<file path="src/rtl/serial_sub_ctrl.sv">
// rtl/serial_sub_ctrl.sv - bit-serial unsigned subtractor sequencer
//
// Purpose:
//   Latches two WIDTH-bit operands on an accepted start and subtracts them
//   LSB-first, one bit per clock, through two chained half-subtractor cells.
//   The difference and final borrow are presented at completion and held
//   until the next completion.
//
// Ports:
//   clk       in   rising-edge clock
//   rst_n     in   asynchronous active-low reset
//   start_in  in   request, sampled only in IDLE
//   a_in      in   [WIDTH] minuend, sampled with an accepted start
//   b_in      in   [WIDTH] subtrahend, sampled with an accepted start
//   busy_out  out  high while bits are being processed
//   done_out  out  one-cycle completion pulse
//   d_out     out  [WIDTH] (a - b) mod 2^WIDTH
//   b_out     out  final borrow, 1 iff a < b

module serial_sub_half (
  input  logic a_in,
  input  logic b_in,
  output logic d_out,
  output logic b_out
);
  assign d_out = a_in ^ b_in;
  assign b_out = ~a_in & b_in;
endmodule

module serial_sub_ctrl #(
  parameter int WIDTH = 8,
  parameter int CNT_W = $clog2(WIDTH)
) (
  input  logic             clk,
  input  logic             rst_n,
  input  logic             start_in,
  input  logic [WIDTH-1:0] a_in,
  input  logic [WIDTH-1:0] b_in,
  output logic             busy_out,
  output logic             done_out,
  output logic [WIDTH-1:0] d_out,
  output logic             b_out
);

  typedef enum logic [1:0] {
    ST_IDLE  = 2'd0,
    ST_SHIFT = 2'd1,
    ST_DONE  = 2'd2
  } state_t;

  state_t             state_q, state_d;
  logic [WIDTH-1:0]   sa_q, sa_d;
  logic [WIDTH-1:0]   sb_q, sb_d;
  logic [WIDTH-1:0]   res_q, res_d;
  logic               br_q, br_d;
  logic [CNT_W-1:0]   cnt_q, cnt_d;
  logic               busy_q, busy_d;
  logic               done_q, done_d;
  logic [WIDTH-1:0]   dout_q, dout_d;
  logic               bout_q, bout_d;

  // Full-subtract bit built from two half-subtractor stages.
  logic hs1_d, hs1_b, dbit, hs2_b, br_next;

  serial_sub_half u_hs1 (
    .a_in  (sa_q[0]),
    .b_in  (sb_q[0]),
    .d_out (hs1_d),
    .b_out (hs1_b)
  );

  serial_sub_half u_hs2 (
    .a_in  (hs1_d),
    .b_in  (br_q),
    .d_out (dbit),
    .b_out (hs2_b)
  );

  assign br_next = hs1_b | hs2_b;

  always_comb begin
    state_d = state_q;
    sa_d    = sa_q;
    sb_d    = sb_q;
    res_d   = res_q;
    br_d    = br_q;
    cnt_d   = cnt_q;
    busy_d  = busy_q;
    done_d  = 1'b0;
    dout_d  = dout_q;
    bout_d  = bout_q;

    case (state_q)
      ST_IDLE: begin
        if (start_in) begin
          state_d = ST_SHIFT;
          sa_d    = a_in;
          sb_d    = b_in;
          br_d    = 1'b0;
          cnt_d   = '0;
          busy_d  = 1'b1;
        end
      end
      ST_SHIFT: begin
        // Result fills from the MSB side so the LSB-first bits land in place
        // after WIDTH shifts.
        sa_d  = sa_q >> 1;
        sb_d  = sb_q >> 1;
        res_d = {dbit, res_q[WIDTH-1:1]};
        br_d  = br_next;
        cnt_d = cnt_q + CNT_W'(1);
        if (cnt_q == CNT_W'(WIDTH - 1)) begin
          state_d = ST_DONE;
          dout_d  = {dbit, res_q[WIDTH-1:1]};
          bout_d  = br_next;
          busy_d  = 1'b0;
          done_d  = 1'b1;
        end
      end
      ST_DONE: begin
        state_d = ST_IDLE;
      end
      default: begin
        state_d = ST_IDLE;
        busy_d  = 1'b0;
      end
    endcase
  end

  always_ff @(posedge clk or negedge rst_n) begin
    if (!rst_n) begin
      state_q <= ST_IDLE;
      sa_q    <= '0;
      sb_q    <= '0;
      res_q   <= '0;
      br_q    <= 1'b0;
      cnt_q   <= '0;
      busy_q  <= 1'b0;
      done_q  <= 1'b0;
      dout_q  <= '0;
      bout_q  <= 1'b0;
    end else begin
      state_q <= state_d;
      sa_q    <= sa_d;
      sb_q    <= sb_d;
      res_q   <= res_d;
      br_q    <= br_d;
      cnt_q   <= cnt_d;
      busy_q  <= busy_d;
      done_q  <= done_d;
      dout_q  <= dout_d;
      bout_q  <= bout_d;
    end
  end

  assign busy_out = busy_q;
  assign done_out = done_q;
  assign d_out    = dout_q;
  assign b_out    = bout_q;

endmodule

</file>
<file path="config.mk">
export PLATFORM = sky130hd
export DESIGN_NAME = serial_sub_ctrl
export DESIGN_NICKNAME = d
export VERILOG_FILES = /design/src/rtl/serial_sub_ctrl.sv
export SDC_FILE = /design/constraint.sdc
export NUM_CORES = 1
export LEC_CHECK = 0
export BUFFER_PORTS_ARGS = -buffer_cell sky130_fd_sc_hd__buf_4
export CELL_PAD_IN_SITES_DETAIL_PLACEMENT = 0
export CELL_PAD_IN_SITES_GLOBAL_PLACEMENT = 2
export CORE_MARGIN = 4
export CORE_UTILIZATION = 39
export CTS_CLUSTER_DIAMETER = 40
export DETAILED_ROUTE_END_ITERATION = 10
export PLACE_DENSITY_LB_ADDON = 0.1
export SLEW_MARGIN = 40
export SYNTH_ARGS = -nofsm -noshare
export SYNTH_HDL_FRONTEND = slang
export SYNTH_HIERARCHICAL = 1
export SYNTH_SLANG_ARGS = --single-unit
</file>
<file path="constraint.sdc">
create_clock -name clk -period 3.5 [get_ports clk]
set_input_delay 0.175 -clock clk [delete_from_list [all_inputs] [get_ports clk]]
set_output_delay 0.175 -clock clk [all_outputs]
set_load 0.03 [all_outputs]
</file>
==> results of run 1 <==
synth_stat cells (3+ instances only):
library cell,instances
ha_1,4
dfrtp_1,40
o21ai_0,6
o22ai_1,11
nor2_1,15
mux2_4,6
inv_1,8
mux2_2,9
a22o_1,3
nand3b_1,3
o221a_2,3
a21oi_1,12
nand2_1,4
metal layers:
layer	up-vias	GRT usage
met1	565	0.201
li1	555	-
met3	5	0.0427
met2	23	0.204
met5	-	0
met4	0	0.0474
cells by family (layout without fill, tap and decap cells):
| group | after synthesis | after routing | share of synthesized area |
|---|---|---|---|
| flip-flops | 40 | 40 | 0.576 |
| buffers and inverters | 16 | 46 | 0.0547 |
| multiplexers | 15 | 15 | 0.110 |
| adder cells (fa/ha/maj) | 4 | 4 | 0.0288 |
| AND/OR/NAND/NOR | 27 | 27 | 0.0856 |
| AO/OA/AOI/OAI | 38 | 38 | 0.145 |
worst max path at each step:
| stage | start | endpoint | cells past startpoint |
|---|---|---|---|
| floorplan | cnt_q[0] | d_out[0] | 5 |
| global placement | cnt_q[0] | d_out[5] | 4 |
| detailed placement | cnt_q[0] | d_out[4] | 4 |
| CTS | cnt_q[0] | d_out[5] | 4 |
| global route | state_q[0] | cnt_q[2] | 3 |
| finish | cnt_q[0] | d_out[5] | 4 |
placed cells by master (no fill, tap or decap), types with 6 or more instances in the layout:
cell	count
inv_1	8
mux2_4	6
buf_4	29
o22ai_1	11
o21ai_0	6
nor2_1	15
a21oi_1	12
clkbuf_8	7
mux2_2	9
dfrtp_1	40
power by group through the flow:
stage / Sequential [W] / Clock, W / Combinational, W
floorplan: 0.000893 / 0 / 0.000528
global placement: 0.000824 / 0 / 0.000779
detailed placement: 0.000833 / 0 / 0.000801
CTS: 0.000825 / 0.000338 / 0.000806
global route: 0.000852 / 0.000355 / 0.000881
finish: 0.000823 / 0.000322 / 0.000790
through the flow:
step / utilization / cells / instance area [µm²] / total power (W)
2_1_floorplan: - / 140 / 1740 / 0.00142
3_3_place_gp: 0.453 / 214 / 1960 / 0.00160
3_5_place_dp: 0.453 / 214 / 1960 / 0.00163
4_1_cts: 0.478 / 222 / 2070 / 0.00197
5_1_grt: 0.478 / 222 / 2070 / 0.00209
6_report: 0.478 / 222 / 2070 / 0.00193
flip-flops by register name (all words and copies together) (netlist names), 2 cells and up:
register  count
state_q       2
sb_q          8
res_q         7
cnt_q         3
sa_q          8
d_out         8
cell type report:
cell class                      instances  area, µm²  area share
Sequential cell                        40       1000       0.484
Multi-Input combinational cell         84        643       0.311
Inverter                                9       33.8      0.0163
Timing Repair Buffer                   30        228       0.110
Tap cell                               52       65.1      0.0315
Clock buffer                            7       96.3      0.0466
worst reg2reg max path, delay by kind of cell, from the launching register on:
kind                       cells  cell delay (ns)
adders and majority gates      2             0.44
DFF                            1             0.40
muxes                          1             0.36
and+or+nand+nor                1             0.19
==> impl_results.md, run 1 <==
- WL met2: between 1500 and 2000 µm
- Initial DRC Count: 54
- RSZ-0062 raised after global routing: false
- Top cells by area, synth: dfrtp_1 58%, mux2_2 5.8%, mux2_4 5.2%
- Leakage: 1.00 nW
- Vias in the first global route: between 1,000 and 1,500
- First-pass GRT wire length: 5880 µm
- Min-delay src: b_in[7]
- TritonCTS clock tree: yes
- Met1 Wirelength: approximately 1700 µm
- Maxcap violations: 0
- Worst-path clk slew: roughly 0.07 ns
- Max frequency: 670 MHz
- Vias: 1,148
- Routed WL: roughly 3500 µm
- Startpoint Class: register
- Logic pwr share: 0.408
- Synth Cell Area: 0.00174 mm²
- Number of distinct library cells after synthesis: 27
- Synth top area share: 0.576
- Sequential area share after synthesis: 0.576
- Most common cell on crit path: ha_1
- Worst Hold Path EP: sb_q[7]
- Worst slew pin tran: 0.508 ns
- Final worst path period need: around 1.5 ns
- Post-synth top area cell: dfrtp_1
- Max stage delay on crit path: about 0.40 ns
- DRC: 0
- Fin crit share: 0.427
- R2R cell count: 4
- Avg Cell Area, Syn: 12.4 µm²
- Hold Vio Cnt, Final: 0
- Initial antenna violation count: 0
- WS Path Type: register to register
- WL/cell: 15.5 µm
- Status: finished clean
- Sw frac: 0.356
- Chip width: 74.8 µm
- Resize count post-CTS: 0
- Crit path capture type: register
- CP cell instances: ha_1, ha_1, nand3b_4, mux2_2
- Core Footprint: 0.00432 mm²
- EDFF count, synth: 0
- Sw power: between 0.0006 and 0.0007 W
- Top sig layer: met4
- Worst reg-to-reg setup slack: about 2.0 ns
- Hold slack: 0.137 ns
- # rows: 24
- GRT Util Overall: 0.141
- Drt pass-1 iters: 4
- Worst hold-check path type: input pin to register
- Setup Fix Bufs, Post-CTS: 0
- Final RePlAce weighted congestion: 0.734
- Clock root buffer: clkbuf_8
- FF-to-FF End: d_out[5]
- Area grow syn2layout: 18.8%
- Final HPWL DP: 2400 µm
- Pint: between 0.001 and 0.0015 W
- Pre-CTS WS: roughly 2.0 ns
- Register bit total from synthesis: 40
- Reg power frac: 0.425
- Max Root-Sink Buffers: 2
- Clock Latency Late Sink: roughly 0.29 ns
- Buffers on Ports: 29
- Post-DRT Antenna Nets: 0
- Warnings from Yosys: 6
- Clock Skew: 0.00383 ns
- Die height: between 70 and 80 µm
- Setup violators final: 0
- Setup TNS: 0 ns
- H-tree Lvls: 2
- Setup WS post-layout: 2.01 ns
- Critical Path RT: around 3.7 ns
- Initial core utilization: 0.402
- Final #Nets: between 150 and 200
- Pin count of the biggest net entering global routing: between 40 and 50
- I/O pin total: 30
- CP max-delay cell: dfrtp_1
- GRT overflow: 0
- Die area: 0.00559 mm²
- Slew headroom: 0.661
- Vias per Instance: 5.17
- # hold bufs at CTS: 1
- Maximum fanout along the worst path: 12
- CP delay by family, top: adder cells
- P per Cell Area: between 900 and 1000 mW/mm²
- Post-synthesis cell count: 140
- Layout cells sized above 1: 0.353
- Pins Over Slew Limit: 0
- Crit Reg-Reg Startpoint: cnt_q[0]
- CP arrival: 1.67 ns
- CTS Buf Count: 5
- Ys flop type: dfrtp_1
- Async SR Flop Fraction: 1.00
- CTS Sinks: 40
- Inserted Diodes: 0
- Post-synthesis net count: around 160
- Fill count: 413
- Hold Crit Depth: 3
- Clk network pwr share: 0.167
- Max IR drop VDD: 0.363 mV
- CP bufs+invs: 0
- Metal3 WL: 159 µm
(Power assumes the default switching activity.)
==> run 2, diff against run 1 <==
- CORE_UTILIZATION: 39 -> 36
- clock period: 3.5 -> 1.5 ns (I/O delays scaled with it)
==> impl_results.md, run 2 (synthesized netlist as in run 1, its figures left out) <==
- Setup Fix Bufs, Post-CTS: 0 (unchanged)
- Setup WS post-layout: 0.0753 ns (-1.93 ns)
- Max Root-Sink Buffers: 2 (unchanged)
- Logic pwr share: 0.425 (+0.017)
- Min-delay src: a_in[7]
- Clock Latency Late Sink: 0.29 ns (about the same)
- Status: finished clean
- Max IR drop VDD: 0.857 mV (+140%)
- Pint: 0.00297 W (+140%)
- Buffers on Ports: 29 (unchanged)
- Crit Reg-Reg Startpoint: cnt_q[0]
- Setup TNS: 0 ns (unchanged)
- Final RePlAce weighted congestion: 0.758 (+3.2%)
- Layout cells sized above 1: 0.403 (+0.0505)
- R2R cell count: 4 (unchanged)
- Setup crit start: cnt_q[0]
- Non-Filler Instances: 230 (+3.6%)
- Clock Skew: 0.00879 ns (+0.00496 ns)
- Most frequent cells in the layout: 40 x dfrtp_1, 33 x buf_4, 15 x nor2_1, 12 x a21oi_1, 11 x o22ai_1
- Pins Over Slew Limit: 0 (unchanged)
- Drt pass-1 iters: 4 (unchanged)
- DRC: 0 (unchanged)
- CTS Sinks: 40 (unchanged)
- Total power: 0.00466 W (+140%)
- Maxcap violations: 0 (unchanged)
- Final Core Density: 0.455 (-0.0231)
- Clock root buffer: clkbuf_8
- Setup violators final: 0 (unchanged)
- Critical Path RT: 1.68 ns (-1.99 ns)
- Worst hold-check path type: input pin to register
- GRT overflow: 0 (unchanged)
- RSZ-0062 raised after global routing: true
- Reg power frac: 0.415 (-0.010)
- Maximum fanout along the worst path: 5 (-7)
- Core Footprint: 0.00469 mm² (+8.5%)
- Inserted Diodes: 0 (unchanged)
- Routed WL: 3640 µm (+5.4%)
- Final HPWL DP: 2420 µm (+1.0%)
- Final #Nets: 198 (+2.6%)
- Vias per Instance: 5.07 (-2.0%)
- Initial core utilization: 0.371 (-0.0315)
- Chip width: 77.5 µm (+3.6%)
- WS Path Type: register to register
- GRT Util Overall: 0.130 (-0.0110)
- Clk network pwr share: 0.160 (-0.007)
- Sw frac: 0.363 (+0.00760)
- H-tree Lvls: 2 (unchanged)
- Hold Crit Depth: 2 (-1)
- WL/cell: 15.8 µm (+1.7%)
- Vias in the first global route: 1,211 (+2.6%)
- Area grow syn2layout: 22.7%
- Commonest non-fill, non-tap cell in the layout: dfrtp_1
- Crit path capture type: register
- Worst-path clk slew: 0.08 ns (about the same)
- I/O pin total: 30 (unchanged)
- Vias: 1,166 (+1.6%)
- Max frequency: 702 MHz (+4.8%)
- P per Cell Area: 2180 mW/mm² (+130%)
- Pre-CTS WS: 0.0162 ns (-1.98 ns)
- Final worst path period need: 1.42 ns (-0.0685 ns)
- TritonCTS clock tree: yes
- Die area: 0.00601 mm² (+7.4%)
- Startpoint Class: register
- Post-DRT Antenna Nets: 0 (unchanged)
- Worst slew pin tran: 0.504 ns (-0.00355 ns)
- CP arrival: 1.61 ns (-0.06 ns)
- Pin count of the biggest net entering global routing: 41 (unchanged)
- Slew headroom: 0.664 (+0.00237)
- Initial antenna violation count: 0 (unchanged)
- Initial DRC Count: 71 (+31%)
- # rows: 25 (+4.2%)
- Fill count: 464 (+12%)
- Die height: 77.5 µm (+3.6%)
- Hold Vio Cnt, Final: 0 (unchanged)
- Sw power: 0.00169 W (+150%)
- DP Cell Count: 220 (+2.8%)
- Fin crit share: 0.950 (+0.523)
- Leakage: 1.02 nW (+1.7%)
- CTS Buf Count: 5 (unchanged)
- First-pass GRT wire length: 6150 µm (+4.6%)
[run 2: changes by cell type in the layout (fill, tap and decap cells not counted), sizes merged]
cell / previous run / this run
buf: 29 / 33
clkbuf: 7 / 6
clkinvlp: 0 / 2
nand3b: 4 / 5
[run 2: worst paths after layout]
kind / end / slack, ns
max in group asynchronous: d_out[5] / 0.85
hold reg to reg: b_out / 0.48
setup / recovery: d_out[7] / 0.08
hold / removal: sa_q[7] / 0.04
setup reg to reg: d_out[7] / 0.08
min in group asynchronous: sa_q[1] / 0.30
[run 2: power by group through the flow]
stage	logic, W	clock network, W	registers [W]
5_1_grt	0.00220	0.000827	0.00201
3_5_place_dp	0.00192	0	0.00193
6_report	0.00198	0.000747	0.00193
2_1_floorplan	0.00123	0	0.00208
4_1_cts	0.00192	0.000772	0.00192
3_3_place_gp	0.00186	0	0.00192
[run 2: area by class of cell]
cell class,instances,area (µm²),area share
inverter,9,33.8,0.0158
clock inverter,2,15.0,0.00703
tap,54,67.6,0.0317
timing repair buffer,34,258,0.121
clock buffer,6,82.6,0.0387
sequential,40,1000,0.469
multi-input combinational,85,677,0.317
[run 2: metrics by stage]
step                      hold WS [ns]  instance area [µm²]
final                           0.0405                 2130
after detailed placement        0.0881                 1990
after floorplan                 -0.221                 1740
after global routing            0.0250                 2130
after CTS                       0.0334                 2100
after global placement          0.0796                 1990
[run 2: timing repair]
item | in CTS | in global routing
gates resized for setup | 0 | 6
hold buffers | 1 | 0
hold endpoints to repair | 40 | 0
setup endpoints to repair | 0 | 10
[run 2: routing by layer]
layer	track usage	up-vias	routed length, µm
li1	-	565	-
met1	0.183	574	1810
met2	0.195	22	1690
met3	0.0360	5	111
met4	0.0374	0	24
met5	0	-	0
[run 2: worst max-delay path, stage by stage (launching register included)]
cell and delay (ns):
dfrtp_1 0.40, ha_1 0.21, ha_2 0.21, nand3b_2 0.19, mux2_4 0.31
==> run 3, diff against run 2 <==
- CELL_PAD_IN_SITES_DETAIL_PLACEMENT: 0 -> not set
- CELL_PAD_IN_SITES_GLOBAL_PLACEMENT: 2 -> not set
- CORE_UTILIZATION: 36 -> 50
- PLACE_DENSITY: not set -> 0.72
- PLACE_DENSITY_LB_ADDON: 0.1 -> not set
==> impl_results.md, run 3 (synthesized netlist as in run 1, its figures left out) <==
- Status: finished clean
- CP arrival: 1.68 ns (+0.07 ns)
- Clock Skew: 0.00362 ns (-0.00517 ns)
- Max Root-Sink Buffers: 2 (unchanged)
- Worst hold-check path type: input pin to register
- Final HPWL DP: 2210 µm (-8.8%)
- Final #Nets: 199 (+0.51%)
- Pins Over Slew Limit: 0 (unchanged)
- Routed WL: 3310 µm (-9.0%)
- H-tree Lvls: 2 (unchanged)
- First-pass GRT wire length: 5260 µm (-14%)
- # rows: 21 (-16%)
- Max stage delay on crit path: 0.41 ns (about the same)
- Layout cells sized above 1: 0.398 (-0.00568)
- Most frequent cells in the layout: 39 x dfrtp_1, 32 x buf_4, 15 x nor2_1, 12 x a21oi_1, 11 x o22ai_1
- Vias per Instance: 5.32 (+4.8%)
- CP cell instances: ha_1, inv_1, inv_2, ha_4, inv_2, mux2_2
- Clock Latency Late Sink: 0.34 ns (+0.05 ns)
- Min-delay src: a_in[2]
- Worst-path clk slew: 0.11 ns (+0.03 ns)
- GRT Util Overall: 0.158 (+0.0288)
- Die height: 67.0 µm (-14%)
- CTS Sinks: 40 (unchanged)
- Slew headroom: 0.676 (+0.0126)
- Post-DRT Antenna Nets: 0 (unchanged)
- Max frequency: 693 MHz (-1.2%)
- Crit Reg-Reg Startpoint: sb_q[0]
- Drt pass-1 iters: 4 (unchanged)
- Maximum fanout along the worst path: 2 (-3)
- Hold Vio Cnt, Final: 0 (unchanged)
- Startpoint Class: register
- Core Footprint: 0.00334 mm² (-29%)
- Vias in the first global route: 1,159 (-4.3%)
- I/O pin total: 30 (unchanged)
- Final worst path period need: 1.44 ns (+0.0175 ns)
- Setup violators final: 0 (unchanged)
- Critical Path RT: 1.73 ns (+0.05 ns)
- Inserted Diodes: 0 (unchanged)
- WL/cell: 14.9 µm (-5.8%)
- Fin crit share: 0.962 (+0.0117)
- CP bufs+invs: 3 (+3)
- Commonest non-fill, non-tap cell in the layout: dfrtp_1
- Worst slew pin tran: 0.486 ns (-0.0189 ns)
- P per Cell Area: 2100 mW/mm² (-3.7%)
- Setup TNS: 0 ns (unchanged)
- Design area: 0.00209 mm² (-2.2%)
- DRC: 0 (unchanged)
- Crit path capture type: register
- Buffers on Ports: 29 (unchanged)
- Initial antenna violation count: 0 (unchanged)
- Most common cell on crit path: inv_2
- Maxcap violations: 0 (unchanged)
- GRT overflow: 0 (unchanged)
- Post-DP Area: 0.00197 mm² (-1.3%)
- Vias: 1,180 (+1.2%)
- Setup crit start: sb_q[0]
- CTS Buf Count: 5 (unchanged)
- TritonCTS clock tree: yes
- Die area: 0.00449 mm² (-25%)
- CP delay by family, top: adder cells
- WS Path Type: register to register
- Initial DRC Count: 72 (+1.4%)
- Clock root buffer: clkbuf_4
- Area grow syn2layout: 20.0%
- Leakage: 0.992 nW (-2.9%)
- CP max-delay cell: dfrtp_1
- Max IR drop VDD: 0.961 mV (+12%)
- Final RePlAce weighted congestion: 0.812 (+7.2%)
- Initial core utilization: 0.521 (+0.151)
- Chip width: 67.0 µm (-14%)
- Pin count of the biggest net entering global routing: 41 (unchanged)
## run 3: power by group
part	switching [W]	total [W]	internal (W)	leakage (nW)
logic	0.000958	0.00194	0.000977	0.492
clock network	0.000337	0.000508	0.000171	0.0271
registers	0.000361	0.00195	0.00158	0.473
## run 3: path summary, 6_finish.rpt
kind | slack (ns) | to | cells after the start
min reg2reg | 0.51 | sa_q[7] | 1
min in group asynchronous | 0.23 | sa_q[1] | 2
max in group asynchronous | 0.91 | state_q[0] | 2
min | 0.03 | sa_q[2] | 3
max reg2reg | 0.06 | res_q[7] | 6
max | 0.06 | res_q[7] | 6
## run 3: what timing repair did
| action | 4_1_cts | 5_1_grt |
|---|---|---|
| hold buffers | 3 | 0 |
| gates resized for setup | 0 | 6 |
| endpoints found under the setup margin | 0 | 10 |
| hold endpoints to repair | 42 | 0 |
| setup buffers | 0 | 1 |
## run 3: area by class of cell
cell class | count | area, µm²
Fill cell | 300 | 1250
Sequential cell | 40 | 1000
Multi-Input combinational cell | 85 | 669
Timing Repair Buffer | 35 | 270
Tap cell | 46 | 57.6
Clock buffer | 5 | 37.5
Inverter | 9 | 37.5
Clock inverter | 2 | 12.5
## run 3: tightest hold or removal path: stages
cell and delay [ns]:
buf_4 0.08, o22ai_1 0.05, a21oi_1 0.13
## run 3: per-layer routing
layer	GRT usage	part of all wire	vias up
li1	-	-	576
met1	0.213	0.45	580
met4	0.0608	0.010	0
met2	0.244	0.49	19
met5	0	0	-
met3	0.0422	0.042	5
## run 3: stage by stage
stage / setup WS (ns) / util / power, W / hold WS (ns) / instances
floorplan: 0.0723 / - / 0.00331 / -0.221 / 140
global placement: 0.0599 / 0.590 / 0.00370 / 0.0683 / 210
detailed placement: 0.0232 / 0.590 / 0.00380 / 0.0679 / 210
CTS: 0.00895 / 0.614 / 0.00432 / 0.0202 / 220
global route: -0.0184 / 0.625 / 0.00475 / 0.0181 / 222
finish: 0.0577 / 0.625 / 0.00439 / 0.0285 / 222
